`src/rtl/arb_pkg.sv`:
```
// rtl/arb_pkg.sv - shared defaults, widths and one-hot helper for the request front end
package arb_pkg;

  localparam int ARB_N        = 8;
  localparam int ARB_WAIT_MAX = 15;
  localparam int ARB_WAIT_W   = $clog2(ARB_WAIT_MAX + 1);

  function automatic int wait_width(input int wait_max);
    return $clog2(wait_max + 1);
  endfunction

  // Callers slice the result down to their own requester count.
  function automatic logic [63:0] onehot(input int idx);
    return 64'(1) << idx;
  endfunction

endpackage

```
`src/rtl/arb_wait_ctr.sv`:
```
// rtl/arb_wait_ctr.sv - per-requester saturating wait counter with starvation flag
module arb_wait_ctr #(
  parameter int WAIT_MAX = 15,
  parameter int WAIT_W   = 4
) (
  input  logic              clk,
  input  logic              rst,
  input  logic              pending,
  input  logic              ack,
  output logic [WAIT_W-1:0] cnt,
  output logic              sat
);

  localparam logic [WAIT_W-1:0] CNT_MAX = WAIT_W'(WAIT_MAX);

  logic [WAIT_W-1:0] cnt_n;

  always_comb begin
    cnt_n = '0;
    if (!ack && pending) begin
      cnt_n = (cnt == CNT_MAX) ? cnt : cnt + 1'b1;
    end
  end

  always_ff @(posedge clk) begin
    if (rst) begin
      cnt <= '0;
    end else begin
      cnt <= cnt_n;
    end
  end

  assign sat = (cnt == CNT_MAX);

endmodule

```
`src/rtl/arb_req_front.sv`:
```
// rtl/arb_req_front.sv - request capture, priority token and grant bookkeeping for a downstream arbiter
module arb_req_front
  import arb_pkg::*;
#(
  parameter int N        = ARB_N,
  parameter int WAIT_MAX = ARB_WAIT_MAX
) (
  input  logic         clk,
  input  logic         rst,
  input  logic [N-1:0] req_pulse,
  input  logic         rr_en,
  input  logic [N-1:0] ack_i,
  output logic [N-1:0] req_i,
  output logic [N-1:0] prio,
  output logic [N-1:0] done_o,
  output logic         busy,
  output logic [7:0]   grant_cnt,
  output logic         err
);

  localparam int           WAIT_W = wait_width(WAIT_MAX);
  localparam logic [N-1:0] ONE    = N'(1);

  logic [N-1:0] pending;
  logic [N-1:0] pending_n;
  logic [N-1:0] sat_vec;
  logic [N-1:0] starve;
  logic [N-1:0] prio_n;
  logic [N-1:0] live_ack;
  logic         multi_ack;
  logic         stray_ack;
  logic [63:0]  oh_wide;
  int           starve_idx;
  int           ack_idx;
  logic         starve_hit;
  logic         ack_hit;

  for (genvar k = 0; k < N; k++) begin : g_ctr
    logic [WAIT_W-1:0] cnt;
    arb_wait_ctr #(
      .WAIT_MAX(WAIT_MAX),
      .WAIT_W  (WAIT_W)
    ) u_ctr (
      .clk    (clk),
      .rst    (rst),
      .pending(pending[k]),
      .ack    (ack_i[k]),
      .cnt    (cnt),
      .sat    (sat_vec[k])
    );
  end

  // A same-cycle re-request wins over the ack so the client is not lost.
  assign pending_n = (pending & ~ack_i) | req_pulse;
  assign starve    = pending & sat_vec;
  assign live_ack  = ack_i & pending;
  assign multi_ack = |(ack_i & (ack_i - ONE));
  assign stray_ack = |(ack_i & ~pending);

  always_comb begin
    starve_hit = 1'b0;
    ack_hit    = 1'b0;
    starve_idx = 0;
    ack_idx    = 0;
    oh_wide    = '0;
    prio_n     = prio;
    // Descending scan leaves the lowest set index behind.
    for (int k = N - 1; k >= 0; k--) begin
      if (starve[k]) begin
        starve_hit = 1'b1;
        starve_idx = k;
      end
      if (ack_i[k]) begin
        ack_hit = 1'b1;
        ack_idx = k;
      end
    end
    if (starve_hit) begin
      oh_wide = onehot(starve_idx);
      prio_n  = oh_wide[N-1:0];
    end else if (rr_en && ack_hit) begin
      oh_wide = onehot((ack_idx == N - 1) ? 0 : ack_idx + 1);
      prio_n  = oh_wide[N-1:0];
    end else if (!rr_en) begin
      prio_n = ONE;
    end
  end

  always_ff @(posedge clk) begin
    if (rst) begin
      pending   <= '0;
      prio      <= ONE;
      done_o    <= '0;
      grant_cnt <= '0;
      err       <= 1'b0;
    end else begin
      pending   <= pending_n;
      prio      <= prio_n;
      done_o    <= live_ack;
      grant_cnt <= (|live_ack) ? grant_cnt + 8'd1 : grant_cnt;
      err       <= err | multi_ack | stray_ack;
    end
  end

  assign req_i = pending;
  assign busy  = |pending;

endmodule

```
`config.mk`:
```
export PLATFORM = sky130hd
export DESIGN_NAME = arb_req_front
export DESIGN_NICKNAME = d
export VERILOG_FILES = /design/src/rtl/arb_pkg.sv /design/src/rtl/arb_wait_ctr.sv /design/src/rtl/arb_req_front.sv
export SDC_FILE = /design/constraint.sdc
export NUM_CORES = 1
export LEC_CHECK = 0
export ABC_AREA = 1
export BUFFER_PORTS_ARGS = -buffer_cell sky130_fd_sc_hd__buf_2
export CAP_MARGIN = 20
export CORE_MARGIN = 2
export CORE_UTILIZATION = 56
export CTS_CLUSTER_DIAMETER = 30
export CTS_CLUSTER_SIZE = 30
export DETAILED_ROUTE_END_ITERATION = 6
export PLACE_DENSITY = 0.79
export SYNTH_ARGS = -nofsm -noshare
export SYNTH_HDL_FRONTEND = slang
export SYNTH_SLANG_ARGS = --single-unit
```
`constraint.sdc`:
```
create_clock -name clk -period 3.15 [get_ports clk]
set_input_delay 0.7875 -clock clk [delete_from_list [all_inputs] [get_ports clk]]
set_output_delay 0.7875 -clock clk [all_outputs]
set_load 0.005 [all_outputs]
```
==> reports/results.txt <==
fin crit share: 66.2%
syn nets: 473
Final WS setup: 1.06 ns
Initial Util: 58.8%
largest net degree at the start of global routing: 19
crit path max fanout: 7
CP endpoint kind: output port
CTS Buf Count: 9
clock period minus worst slack: 2.09 ns
core area: 0.00561 mm2
initial antenna violation count: 0
post-CTS setup buffer count: 0
layout cells sized above 1: 24.2%
GR peak layer: met2
Reg clk slew, reported paths: 0.07 ns
GRT met3 Usage: 5.33%
Worst Path Required: 2.36 ns
worst path cell trace: nor4_1, nand2_1, buf_2
setup_tns: 0 ns
Pleak: 1.79 nW
WHS Endpoint: grant_cnt[7]
Register Area: 0.00130 mm2
Synth Area in Simple Gates: 35.9%
via count: 3121
Slew HR: 73.4%
post-synthesis compound-gate area fraction: 11.3%
gr usage total: 25.5%
pre-CTS setup slack: 0.860 ns
Post-Syn Area: 0.00330 mm2
worst hold path class: flip-flop to flip-flop
first-pass GRT wire length: 12.8 mm
Final Setup Violations: 0
vias in the first global route: 2975
DR DRC count: 0
Ant. Diodes: 0
die width: 80.7 um
register area share after synthesis: 39.5%
Root Driver: clkbuf_8
Hold Path Stages: 2
met1 Use GR: 30.8%
RSZ-0062 raised after global routing: no
clock skew: 0.00751 ns
largest stage delay on the critical path: 0.39 ns
Detail Route Antenna Nets: 0
main combinational cell family by area after synthesis: simple AND/OR/NAND/NOR gates
FF-to-FF path depth: 9
GRT overflow: 0
post-layout util: 66.9%
Final Hold Vio Count: 0
synthesized area per cell: 7.43 um2
post-detail-place hpwl: 5.67 mm
Clock Path Buffers: 2
Adder-Cell Fraction of Synth Area: 3.80%
CP startpoint kind: flip-flop
VDD IR max: 262 uV
Tot Pwr: 1.67 mW
hold path startpoint: grant_cnt[7]
post-synthesis xor/xnor area fraction: 0.531%
cell row count: 27
Die Footprint: 0.00652 mm2
H-tree depth: 3
CTS tree: built
First DRT Iteration DRCs: 125
router iterations before antenna repair: 4
most common cell after layout, fill and taps aside: nand2_1
area leader, netlist: dfxtp_1
Cell Pwr Density: 445 mW/mm2
Nets: 525
met2 Use GR: 41.3%
Multi-input gate area: 0.00170 mm2
CP Class: flip-flop to output port
number of max-cap violations: 0
Area Growth Syn to Fin: 13.8%
Final Max Tran Viols: 0
latest clock arrival within the worst-skew pair: 0.35 ns
WP data arrival: 1.30 ns
run status: completed
reg2reg end: prio[4]
Yosys Warn Count: 0
GPL Wtd Cong: 0.924
hold_buf cts: 0
I/O Pins: 53
CP max-delay cell: dfxtp_1
fillers: 535
via/cell ratio: 5.45
mux cell area share after synthesis: 0%
drt wl/cell: 13.2 um
cells after synthesis: 444
FF-to-FF Start: g_ctr[4].u_ctr.cnt[0]
Clock Sinks: 65
Die Span Y: 80.7 um
IO buf count: 52
#FFs+latches synth: 65
synth unique cells: 39
Yosys top cell area share: 39.5%
Worst Tran Pin Value: 0.396 ns
fmax: 480 MHz
final wirelength: 7.58 mm
CTS resizes: 0
Area contributors post-synth: dfxtp_1 (39%), nand2_1 (11%), inv_1 (5.4%), nand3_1 (5.0%), a21oi_1 (4.6%)
reg2reg setup slack: 1.44 ns
most frequent cells in the layout: nand2_1 (94), dfxtp_1 (65), buf_2 (52), inv_1 (47)
-- power by group --
group	leakage, nW	switching, mW	internal, mW
Combinational	1.17	0.0929	0.0583
Clock	0.0911	0.319	0.324
Sequential	0.529	0.0286	0.847
Total	1.79	0.441	1.23
-- per-stage QoR --
| step | hold slack (ns) | area, um2 | instances |
|---|---|---|---|
| 2_1_floorplan | 0.447 | 3300 | 444 |
| 3_3_place_gp | 0.451 | 3570 | 557 |
| 3_5_place_dp | 0.459 | 3570 | 557 |
| 4_1_cts | 0.471 | 3750 | 573 |
| 5_1_grt | 0.509 | 3750 | 573 |
| 6_report | 0.468 | 3750 | 573 |
-- cells by family after synthesis --
group / count (synthesis)
AND/OR/NAND/NOR: 234
buffers and inverters: 67
AO/OA/AOI/OAI: 66
flip-flops: 65
adder cells (fa/ha/maj): 10
XOR/XNOR: 2
-- synth_stat cells (all sizes together) --
cell type,instances
nand2,105
dfxtp,65
inv,55
nor2,50
nand3,38
a21oi,32
nor3,19
o21ai,17
buf,11
ha,10
nand4,10
a211oi,8
a31oi,5
or2,5
nor4,3
and3,2
xnor2,2
clkbuf,1
nand3b,1
nor3b,1
o21a,1
o21bai,1
o221ai,1
o22ai,1
-- state kept, by name, indices dropped and copies added (netlist names) --
register and count:
done_o 8, err 1, g_ctr.u_ctr.cnt 32, grant_cnt 8
prio 8, req_i 8
-- area by class of cell --
cell class / instances / share of cell area (%)
multi-input combinational: 312 / 45.3
sequential: 65 / 34.7
timing repair buffer: 53 / 7.14
inverter: 55 / 5.64
clock buffer: 11 / 4.03
tap: 72 / 2.40
clock inverter: 5 / 0.800
-- layer usage --
| metal | vias up | wire length, um |
|---|---|---|
| li1 | 1573 | - |
| met1 | 1416 | 3330 |
| met2 | 104 | 3490 |
| met3 | 28 | 497 |
| met4 | 0 | 262 |
| met5 | - | 0 |
-- critical path, delay by kind of cell, from the launching register on --
| kind | cells | cell delay (ns) |
|---|---|---|
| AND/OR/NAND/NOR | 2 | 0.42 |
| flip-flops | 1 | 0.39 |
| buffers and inverters | 1 | 0.14 |
-- how the worst max path moves through the flow --
stage	start	end	slack [ns]
6_report	req_i[5]	busy	1.06
5_1_grt	req_i[5]	busy	0.97
4_1_cts	req_i[5]	busy	1.06
3_5_place_dp	ack_i[5]	prio[3]	0.86
3_3_place_gp	ack_i[5]	prio[1]	0.91
2_1_floorplan	ack_i[5]	prio[6]	1.14
(Power assumes the default switching activity.)
